--- config.mk ---
export PLATFORM = sky130hd
export DESIGN_NAME = ddr2_traffic_gen
export DESIGN_NICKNAME = d
export VERILOG_FILES = /design/src/rtl/ddr2_tg_pkg.sv /design/src/rtl/ddr2_tg_pattern.sv /design/src/rtl/ddr2_traffic_gen.sv
export SDC_FILE = /design/constraint.sdc
export NUM_CORES = 1
export LEC_CHECK = 0
export ABC_AREA = 1
export BUFFER_PORTS_ARGS = -buffer_cell sky130_fd_sc_hd__buf_2
export CORE_ASPECT_RATIO = 2
export CORE_MARGIN = 10
export CORE_UTILIZATION = 39
export CTS_BUF_LIST = sky130_fd_sc_hd__clkbuf_8 sky130_fd_sc_hd__clkbuf_16
export DETAILED_ROUTE_END_ITERATION = 10
export GPL_TIMING_DRIVEN = 0
export HOLD_SLACK_MARGIN = 0.08
export PLACE_DENSITY = 0.67
export SLEW_MARGIN = 20
export SYNTH_ARGS = -nofsm -noshare
export SYNTH_HDL_FRONTEND = slang
export SYNTH_SLANG_ARGS = --single-unit
--- constraint.sdc ---
create_clock -name clk -period 5.1 [get_ports clk]
set_input_delay 0.51 -clock clk [delete_from_list [all_inputs] [get_ports clk]]
set_output_delay 0.51 -clock clk [all_outputs]
set_load 0.05 [all_outputs]
--- src/rtl/ddr2_tg_pkg.sv ---
// Shared types and constants for the DDR2 traffic generator: FSM states,
// pass modes, pattern seed and the Galois LFSR step used by the PRBS build.
package ddr2_tg_pkg;

  typedef enum logic [2:0] {
    ST_IDLE,
    ST_WR_GAP,
    ST_WR_REQ,
    ST_WR_XFER,
    ST_RD_GAP,
    ST_RD_REQ,
    ST_RD_XFER,
    ST_DONE
  } tg_state_e;

  localparam logic TG_MODE_WR   = 1'b0;
  localparam logic TG_MODE_WRRD = 1'b1;

  localparam logic [31:0] TG_SEED      = 32'h0000_0001;
  // x^32 + x^22 + x^2 + x + 1, right-shifting Galois form
  localparam logic [31:0] TG_LFSR_TAPS = 32'h8020_0003;

  function automatic logic [31:0] lfsr_step(input logic [31:0] s);
    return (s >> 1) ^ (s[0] ? TG_LFSR_TAPS : 32'h0);
  endfunction

endpackage

--- src/rtl/ddr2_tg_pattern.sv ---
// Deterministic data pattern source: incrementing counter by default, 32-bit
// Galois LFSR replicated to DATA_WIDTH when DDR2_TG_PRBS_EN is defined.
module ddr2_tg_pattern
  import ddr2_tg_pkg::*;
#(
  parameter int DATA_WIDTH = 32
) (
  input  logic                  clk,
  input  logic                  rst_n,
  input  logic                  i_load,
  input  logic                  i_adv,
  output logic [DATA_WIDTH-1:0] o_word
);

`ifdef DDR2_TG_PRBS_EN
  logic [31:0] r_lfsr;

  always_ff @(posedge clk or negedge rst_n) begin
    if (!rst_n)      r_lfsr <= TG_SEED;
    else if (i_load) r_lfsr <= TG_SEED;
    else if (i_adv)  r_lfsr <= lfsr_step(r_lfsr);
  end

  always_comb begin
    o_word = '0;
    for (int i = 0; i < DATA_WIDTH; i++) o_word[i] = r_lfsr[i % 32];
  end
`else
  localparam logic [DATA_WIDTH-1:0] ONE = DATA_WIDTH'(1);
  logic [DATA_WIDTH-1:0] r_cnt;

  always_ff @(posedge clk or negedge rst_n) begin
    if (!rst_n)      r_cnt <= DATA_WIDTH'(TG_SEED);
    else if (i_load) r_cnt <= DATA_WIDTH'(TG_SEED);
    else if (i_adv)  r_cnt <= r_cnt + ONE;
  end

  assign o_word = r_cnt;
`endif

endmodule

--- src/rtl/ddr2_traffic_gen.sv ---
// DDR2 user-port traffic generator/checker: writes NUM_BURSTS bursts, optionally
// reads them back and counts mismatches. Pattern selected by DDR2_TG_PRBS_EN.
module ddr2_traffic_gen
  import ddr2_tg_pkg::*;
#(
  parameter int                    ADDR_WIDTH = 26,
  parameter int                    DATA_WIDTH = 32,
  parameter int                    BURST_LEN  = 16,
  parameter int                    NUM_BURSTS = 4,
  parameter int                    GAP_CYCLES = 80,
  parameter logic [ADDR_WIDTH-1:0] BASE_ADDR  = '0
) (
  input  logic                  clk,
  input  logic                  rst_n,
  input  logic                  i_init_end,
  input  logic                  i_start,
  input  logic                  i_mode,
  output logic                  o_busy,
  output logic                  o_done,
  output logic                  o_pass,
  output logic [15:0]           o_err_cnt,
  output logic                  o_wr_trig,
  output logic [7:0]            o_wr_len,
  output logic [ADDR_WIDTH-1:0] o_wr_addr,
  output logic [DATA_WIDTH-1:0] o_wr_data,
  input  logic                  i_wr_ready,
  input  logic                  i_wr_data_en,
  input  logic                  i_wr_done,
  output logic                  o_rd_trig,
  output logic [7:0]            o_rd_len,
  output logic [ADDR_WIDTH-1:0] o_rd_addr,
  input  logic                  i_rd_ready,
  input  logic                  i_rd_data_en,
  input  logic [DATA_WIDTH-1:0] i_rd_data,
  input  logic                  i_rd_done
);

  localparam logic [ADDR_WIDTH-1:0] ADDR_STEP   = ADDR_WIDTH'(2 * BURST_LEN);
  localparam logic [31:0]           GAP_LAST    = (GAP_CYCLES == 0) ? 32'd0 : 32'(GAP_CYCLES - 1);
  localparam logic [15:0]           BEATS       = 16'(BURST_LEN);
  localparam logic [15:0]           BURSTS_LAST = 16'(NUM_BURSTS - 1);

  tg_state_e             r_state, w_next;
  logic                  r_mode;
  logic [31:0]           r_gap_cnt;
  logic [15:0]           r_burst_cnt, r_beat_cnt, w_beats;
  logic                  w_accept, w_wr_beat, w_rd_beat, w_wr_end, w_rd_end;
  logic                  w_last_burst, w_mismatch, w_len_err, w_in_gap;
  logic [1:0]            w_err_inc;
  logic [16:0]           w_err_sum;
  logic                  w_rd_load;
  logic [DATA_WIDTH-1:0] w_exp_word;

  assign w_accept     = (r_state == ST_IDLE) && i_start && i_init_end;
  assign w_wr_beat    = (r_state == ST_WR_XFER) && i_wr_data_en;
  assign w_rd_beat    = (r_state == ST_RD_XFER) && i_rd_data_en;
  assign w_wr_end     = (r_state == ST_WR_XFER) && i_wr_done;
  assign w_rd_end     = (r_state == ST_RD_XFER) && i_rd_done;
  assign w_in_gap     = (r_state == ST_WR_GAP) || (r_state == ST_RD_GAP);
  assign w_last_burst = (r_burst_cnt == BURSTS_LAST);
  // A beat arriving together with done still belongs to the burst being closed
  assign w_beats      = r_beat_cnt + 16'(w_wr_beat | w_rd_beat);
  assign w_len_err    = (w_wr_end | w_rd_end) && (w_beats != BEATS);
  assign w_mismatch   = w_rd_beat && (i_rd_data != w_exp_word);
  assign w_err_inc    = {1'b0, w_mismatch} + {1'b0, w_len_err};
  assign w_err_sum    = {1'b0, o_err_cnt} + {15'b0, w_err_inc};
  assign w_rd_load    = w_accept || (w_wr_end && w_last_burst);

  assign o_wr_len = 8'(BURST_LEN);
  assign o_rd_len = 8'(BURST_LEN);

  ddr2_tg_pattern #(.DATA_WIDTH(DATA_WIDTH)) u_wr_pat (
    .clk    (clk),
    .rst_n  (rst_n),
    .i_load (w_accept),
    .i_adv  (w_wr_beat),
    .o_word (o_wr_data)
  );

  ddr2_tg_pattern #(.DATA_WIDTH(DATA_WIDTH)) u_rd_pat (
    .clk    (clk),
    .rst_n  (rst_n),
    .i_load (w_rd_load),
    .i_adv  (w_rd_beat),
    .o_word (w_exp_word)
  );

  always_comb begin
    w_next = r_state;
    case (r_state)
      ST_IDLE:    if (w_accept) w_next = ST_WR_GAP;
      ST_WR_GAP:  if (r_gap_cnt == GAP_LAST) w_next = ST_WR_REQ;
      ST_WR_REQ:  if (o_wr_trig && i_wr_ready) w_next = ST_WR_XFER;
      ST_WR_XFER: if (i_wr_done) begin
                    if (!w_last_burst)              w_next = ST_WR_GAP;
                    else if (r_mode == TG_MODE_WRRD) w_next = ST_RD_GAP;
                    else                            w_next = ST_DONE;
                  end
      ST_RD_GAP:  if (r_gap_cnt == GAP_LAST) w_next = ST_RD_REQ;
      ST_RD_REQ:  if (o_rd_trig && i_rd_ready) w_next = ST_RD_XFER;
      ST_RD_XFER: if (i_rd_done) w_next = w_last_burst ? ST_DONE : ST_RD_GAP;
      ST_DONE:    w_next = ST_IDLE;
      default:    w_next = ST_IDLE;
    endcase
  end

  // Outputs are registered from the next state so they align with the state they describe
  always_ff @(posedge clk or negedge rst_n) begin
    if (!rst_n) begin
      r_state     <= ST_IDLE;
      r_mode      <= TG_MODE_WR;
      r_gap_cnt   <= '0;
      r_burst_cnt <= '0;
      r_beat_cnt  <= '0;
      o_busy      <= 1'b0;
      o_done      <= 1'b0;
      o_pass      <= 1'b0;
      o_err_cnt   <= '0;
      o_wr_trig   <= 1'b0;
      o_rd_trig   <= 1'b0;
      o_wr_addr   <= BASE_ADDR;
      o_rd_addr   <= BASE_ADDR;
    end else begin
      r_state   <= w_next;
      o_busy    <= (w_next != ST_IDLE) && (w_next != ST_DONE);
      o_done    <= (w_next == ST_DONE);
      o_wr_trig <= (w_next == ST_WR_REQ);
      o_rd_trig <= (w_next == ST_RD_REQ);
      r_gap_cnt <= (w_in_gap && (w_next == r_state)) ? r_gap_cnt + 32'd1 : 32'd0;
      if (w_accept) begin
        r_mode      <= i_mode;
        o_err_cnt   <= '0;
        o_pass      <= 1'b0;
        r_burst_cnt <= '0;
        r_beat_cnt  <= '0;
        o_wr_addr   <= BASE_ADDR;
        o_rd_addr   <= BASE_ADDR;
      end else begin
        if (w_wr_end || w_rd_end)        r_beat_cnt <= '0;
        else if (w_wr_beat || w_rd_beat) r_beat_cnt <= r_beat_cnt + 16'd1;
        if (w_wr_end) begin
          o_wr_addr <= o_wr_addr + ADDR_STEP;
          if (w_last_burst) begin
            r_burst_cnt <= '0;
            o_rd_addr   <= BASE_ADDR;
          end else begin
            r_burst_cnt <= r_burst_cnt + 16'd1;
          end
        end
        if (w_rd_end) begin
          o_rd_addr   <= o_rd_addr + ADDR_STEP;
          r_burst_cnt <= w_last_burst ? 16'd0 : r_burst_cnt + 16'd1;
        end
        o_err_cnt <= w_err_sum[16] ? 16'hFFFF : w_err_sum[15:0];
        if (r_state == ST_DONE) o_pass <= (r_mode == TG_MODE_WRRD) && (o_err_cnt == 16'd0);
      end
    end
  end

endmodule

==> results of run 1 <==
## worst max-delay path, cell delays in order (launching register included)
cell	delay, ns
dfrtp_1	0.36
buf_4	0.17
nor3_4	0.31
nand2_4	0.17
nand2_4	0.17
ha_1	0.19
ha_1	0.19
inv_1	0.05
nor2_1	0.25
nand2_2	0.16
nor2_1	0.15
nand2_1	0.08
xor2_1	0.14
nand3_1	0.07
nor2_1	0.06
nand3_1	0.08
nand2_1	0.07
fa_1	0.41
inv_1	0.08
ha_1	0.20
nand2_1	0.08
nor2_2	0.20
nand3_1	0.19
nor2_2	0.17
nand2_1	0.12
clkbuf_2	0.23
a31oi_1	0.20
## power by group through the flow
stage	Sequential (W)	Combinational, W	Clock (W)
floorplan	0.00177	0.000431	0
global placement	0.00173	0.000699	0
detailed placement	0.00173	0.000714	0
CTS	0.00170	0.000717	0.00142
global route	0.00171	0.000797	0.00148
finish	0.00170	0.000711	0.00139
## per-stage QoR
stage / hold slack [ns] / instances
2_1_floorplan: 0.214 / 1669
3_3_place_gp: 0.449 / 2178
3_5_place_dp: 0.452 / 2180
4_1_cts: 0.248 / 2213
5_1_grt: 0.268 / 2213
6_report: 0.263 / 2213
## cells by family (layout without fill, tap and decap cells)
family          count (synthesis)  count (layout)  synth area share
simple gates                  862             862             0.325
buf+inv                       265             437            0.0928
compound gates                217             217            0.0984
flops                         195             195             0.404
xor+xnor                       93              93            0.0674
fa+ha+maj                      11              11            0.0120
other cells                     2              26          0.000622
## layout make-up
| cell class | instances | area [um^2] |
|---|---|---|
| inverter | 212 | 796 |
| timing repair buffer | 140 | 761 |
| sequential | 195 | 4880 |
| clock inverter | 12 | 118 |
| buffer | 53 | 327 |
| clock buffer | 20 | 467 |
| fill | 3140 | 16700 |
| multi-input combinational | 1209 | 6180 |
| tap | 372 | 465 |
## sequential cells by signal (all words and copies together) (netlist names)
register / cells
r_gap_cnt: 32
u_rd_pat.o_word: 32
u_wr_pat.o_word: 32
o_rd_addr: 21
o_wr_addr: 21
o_err_cnt: 16
r_beat_cnt: 16
r_burst_cnt: 16
r_state: 3
o_busy: 1
o_done: 1
o_pass: 1
o_rd_trig: 1
o_wr_trig: 1
r_mode: 1
## routing by layer
| metal | up-vias | track usage |
|---|---|---|
| met5 | - | 0 |
| met3 | 113 | 0.0384 |
| met2 | 359 | 0.370 |
| met4 | 0 | 0.125 |
| li1 | 5702 | - |
| met1 | 5426 | 0.190 |
## worst paths after layout
kind	start	end	cells past startpoint
worst max-delay path	r_state[0]	o_err_cnt[9]	26
worst min-delay path	i_mode	r_mode	3
worst max register to register	r_state[0]	o_err_cnt[9]	26
worst min register to register	r_gap_cnt[0]	r_gap_cnt[0]	1
max in group asynchronous	rst_n	u_wr_pat.o_word[0]	3
min in group asynchronous	rst_n	o_rd_addr[25]	2
## what timing repair did
| action | in CTS | in global routing |
|---|---|---|
| hold endpoints to repair | 47 | 0 |
| hold buffers | 1 | 0 |
| gates resized for setup | 0 | 7 |
| endpoints found under the setup margin | 0 | 15 |
## placed cells by master, fill, tap and decap left out, drive strengths merged, types with 7 or more instances in the layout
cell type,n
nor2,245
or2,7
ha,10
inv,218
dfrtp,193
a31oi,12
a21oi,86
buf,183
nor3,102
conb,26
nand2,332
nand3,95
clkbuf,29
nand4,52
xor2,44
nor4,19
o21ai,87
xnor2,49
==> results.md, run 1 <==
- Status: finished, final reports clean
- Sw frac: 0.329
- Sw power: 0.00125 W
- Worst path required time: 5.48 ns
- Core Box Area: 30700 um^2
- VDD IR-drop max: 0.248 mV
- Die Span Y: 269 um
- Final GP Congestion: 0.975
- CP Capture Type: register
- Most used DFF post-synth: dfrtp_1
- Wire length on met2: 20.7 mm
- DRT Pass-1 Iters: 5
- FFs w/ async S/R, synth: 1.00
- Aggregate global routing overflow: 0
- CTS root buf: clkbuf_16
- WS Path Type: register to register
- Top Metal Used: met4
- DR vias: 11.6k
- Port buffer count: 137
- Top post-synthesis cells by count: nand2_1 (321), nor2_1 (229), inv_1 (196), dfrtp_1 (193)
- EDFF count, synth: 0
- Die Wd: 144 um
- Final ANT Viol Nets: 0
- Synthesized area: 12100 um^2
- Met3 routed WL: 1.86 mm
- Met1 WL: 13.3 mm
- Post-layout net count: 1882
- Initial antenna violation count: 0
- Post-Place Worst Slack: 0.139 ns
- Min Tclk post-route: 4.65 ns
- Yosys top cell by area: dfrtp_1
- Skew final: 0.0151 ns
- Fmax: 0.215 GHz
- Seq pwr share: 0.448
- HP Class: input pin to register
- Tot Pwr: 0.00380 W
- Post-synth top area share: 0.400
- PwrDens: 271 nW/um^2
- Post-Route Utilization: 0.455
- Synth Register Bits: 195
- Final setup viols: 0
- Clock Tree Buf Depth: 2
- First-pass GRT wire length: 60.1 mm
- R2R Setup Slk: 0.45 ns
- Synth unique cells: 50
- TNS Setup: 0 ns
- Mapped Cells: 1645
- Clock Latency Late Sink: 0.46 ns
- Relative slew margins: 0.571
- WL/cell: 17.1 um
- Starting DRC count in detailed routing: 638
- Seq/Total Area, Yosys: 0.404
- Clk pwr share: 0.365
- Top cells by area, synth: dfrtp_1 (40%), nand2_1 (10%), nor2_1 (7.1%)
- Rows: 91
- Fin crit share: 0.911
- Routed WL: 37.9 mm
- Area Overhead vs Synth: 15.9%
- Ports: 164
- Crit path max fanout: 10
- Num Clock Sinks: 195
- Crit path DAT: 5.02 ns
- Diodes inserted: 0
- Most frequent cell after synthesis: nand2_1
- Vias in the first global route: 11.8k
- Combinational share of power: 0.187
- LEAKAGE: 6.54 nW
- Final hold vios: 0
- DRC: 0
- Initial Utilization: 0.393
- RSZ-0062 raised after global routing: false
- GRT Total Usage: 0.197
- CTS buffer count: 17
- Max Cap Violations: 0
- Syn_area_per_cell: 7.34 um^2
- Layout cells sized above 1: 0.154
- H-Tree Depth: 4
- Crit path launch type: register
- Layout Cell Area excl Fill: 14000 um^2
- Post-CTS Setup Repair Bufs: 0
- Clk slew on worst S/H paths: 0.08 ns
- Pint: 0.00255 W
- Vias per std cell: 5.24
- Placed cell area: 13400 um^2
- Ys Warns: 0
- Pins Over Slew Limit: 0
- CTS tree: done
- Setup ws final: 0.454 ns
- Largest net degree at the start of global routing: 80
- Dpl hpwl: 29.9 mm
- Die area: 38800 um^2
- Worst-Margin Slew: 0.644 ns
(Power assumes the default switching activity.)
==> run 2: changes to the inputs <==
CORE_UTILIZATION = 40   (was 39)
PLACE_DENSITY = 0.68   (was 0.67)
==> run 2 against run 1 <==
- final area about the same
- global-route usage down 1.8 points
- sequential share of layout area about the same
- critical path depth unchanged
- critical path type unchanged
- largest power group unchanged
==> results.md, run 2 (synthesized netlist as in run 1, its figures left out) <==
- Port buffer count: 137 (unchanged)
- Critical path origin: r_state[1]
- Largest net degree at the start of global routing: 87 (+8.8%)
- Initial antenna violation count: 1 (+1)
- Core Box Area: 30000 um^2 (-2.6%)
- Slowest cell on the critical path: dfrtp_1
- Crit path max fanout: 10 (unchanged)
- Post-layout net count: 1882 (unchanged)
- Most frequent cells in the layout: nand2_1 (321), nor2_1 (227), inv_1 (200)
- WL/cell: 15.3 um (-10%)
- Final std cells w/o fill: 2209 (-0.18%)
- CTS buffer count: 17 (unchanged)
- DRT Pass-1 Iters: 6 (+1)
- Fmax: 0.217 GHz (+1.0%)
- Placed cell area: 13400 um^2 (about the same)
- TNS Setup: 0 ns (unchanged)
- Crit path DAT: 4.98 ns (-0.04 ns)
- Crit path depth: 26 (unchanged)
- H-Tree Depth: 4 (unchanged)
- Dpl cells: 2176 (-0.18%)
- LEAKAGE: 6.56 nW (+0.21%)
- Relative slew margins: 0.529 (-0.0411)
- Worst r2r path cells: 26 (unchanged)
- Critical path buffer and inverter count: 4 (unchanged)
- Slowest stage delay, CP: 0.44 ns (+0.03 ns)
- Crit path launch type: register
- Fin crit share: 0.902 (-0.00898)
- End of the critical path: o_err_cnt[9]
- Clock Latency Late Sink: 0.46 ns (about the same)
- Crit-path leading delay family: simple AND/OR/NAND/NOR gates
- Final GP Congestion: 0.965 (-1.0%)
- Worst path required time: 5.48 ns (about the same)
- RR Endpoint: o_err_cnt[9]
- Die Wd: 143 um (-1.1%)
- VDD IR-drop max: 0.252 mV (+1.6%)
- RSZ-0062 raised after global routing: false
- Num Clock Sinks: 195 (unchanged)
- Starting DRC count in detailed routing: 1059 (+66%)
- Skew final: 0.0122 ns (-0.00291 ns)
- Dpl hpwl: 26.0 mm (-13%)
- Max Cap Violations: 0 (unchanged)
- WHS Path Cells: 3 (unchanged)
- GRT Total Usage: 0.180 (-0.0176)
- First-pass GRT wire length: 55.8 mm (-7.3%)
- Layout cells sized above 1: 0.152 (-0.00217)
- PwrDens: 273 nW/um^2 (+0.49%)
- DR vias: 11.3k (-2.5%)
- Pins Over Slew Limit: 0 (unchanged)
- R2R Setup Slk: 0.50 ns (+0.05 ns)
- Routed WL: 33.9 mm (-11%)
- Ports: 164 (unchanged)
- Final hold vios: 0 (unchanged)
- Clock Tree Buf Depth: 2 (unchanged)
- Final setup viols: 0 (unchanged)
- WS Path Type: register to register
- Worst-Margin Slew: 0.706 ns (+0.0616 ns)
- Area Overhead vs Synth: 15.9% (about the same)
- Initial Utilization: 0.403 (+0.0103)
- Clk slew on worst S/H paths: 0.07 ns (about the same)
- HP Class: input pin to register
- Rows: 90 (-1.1%)
- Vias per std cell: 5.12 (-2.3%)
- Post-CTS Setup Repair Bufs: 0 (unchanged)
- Leading cell type in the layout, fill and taps excluded: nand2_1
- CTS root buf: clkbuf_16
- Fin Hold WS: 0.280 ns (+0.0169 ns)
- CP Capture Type: register
- Vias in the first global route: 11.2k (-5.3%)
- Aggregate global routing overflow: 0 (unchanged)
- RR Startpoint: r_state[1]
- Most Frequent Cell on Critical Path: nand2_1
- Status: finished, final reports clean
- Diodes inserted: 0 (unchanged)
- Die Span Y: 266 um (-1.2%)
- Final ANT Viol Nets: 0 (unchanged)
- Layout Cell Area excl Fill: 14000 um^2 (about the same)
- CTS tree: done
- DRC: 0 (unchanged)
- Min Tclk post-route: 4.60 ns (-0.0458 ns)
- Die area: 38000 um^2 (-2.2%)
run 2: cell count changes in the layout (fill, tap and decap cells not counted), sizes merged:
cell	before	now
clkinv	3	5
bufinv	1	3
clkinvlp	2	1
inv	218	215
run 2: worst min-delay path: stages:
cell     delay (ns)
buf_2          0.08
nand2_1        0.06
nand2_1        0.06
run 2: final cells by class:
cell class / count / area [um^2]
plain buffers: 53 / 327
repair buffers: 140 / 761
fillers: 2988 / 15900
well taps: 368 / 460
inverters: 212 / 796
clock inverters: 12 / 140
multi-input cells: 1209 / 6170
clock buffers: 20 / 467
flip-flops and latches: 195 / 4880
run 2: layer usage:
layer / up-vias / part of all wire / global-route usage
met5: - / 0 / 0
met4: 0 / 0.017 / 0.0569
met3: 41 / 0.068 / 0.0500
met2: 329 / 0.46 / 0.285
met1: 5242 / 0.45 / 0.232
li1: 5700 / - / -
run 2: worst min path at each step:
stage | start | to | slack (ns)
after floorplan | rst_n | o_busy | 0.21
after global placement | r_gap_cnt[0] | r_gap_cnt[0] | 0.46
after detailed placement | rst_n | r_gap_cnt[18] | 0.37
after CTS | i_mode | r_mode | 0.26
after global routing | i_mode | r_mode | 0.28
final | i_mode | r_mode | 0.28
run 2: report_power, final:
| part | internal, W | switching (W) | total [W] |
|---|---|---|---|
| logic | 0.000204 | 0.000498 | 0.000702 |
| registers | 0.00162 | 0.0000815 | 0.00170 |
| clock network | 0.000803 | 0.000612 | 0.00142 |
| total | 0.00263 | 0.00119 | 0.00382 |
run 2: what timing repair did:
action	in CTS	in global routing
endpoints found under the hold margin	25	0
setup endpoints to repair	0	12
resized for setup	0	5
hold buffers	1	0
run 2: per-stage QoR:
stage           util  setup slack, ns  power (W)
5_1_grt        0.468           0.0760    0.00400
3_3_place_gp   0.445            0.113    0.00242
2_1_floorplan      -             1.07    0.00220
4_1_cts        0.467            0.270    0.00385
3_5_place_dp   0.447            0.282    0.00243
6_report       0.468            0.500    0.00382
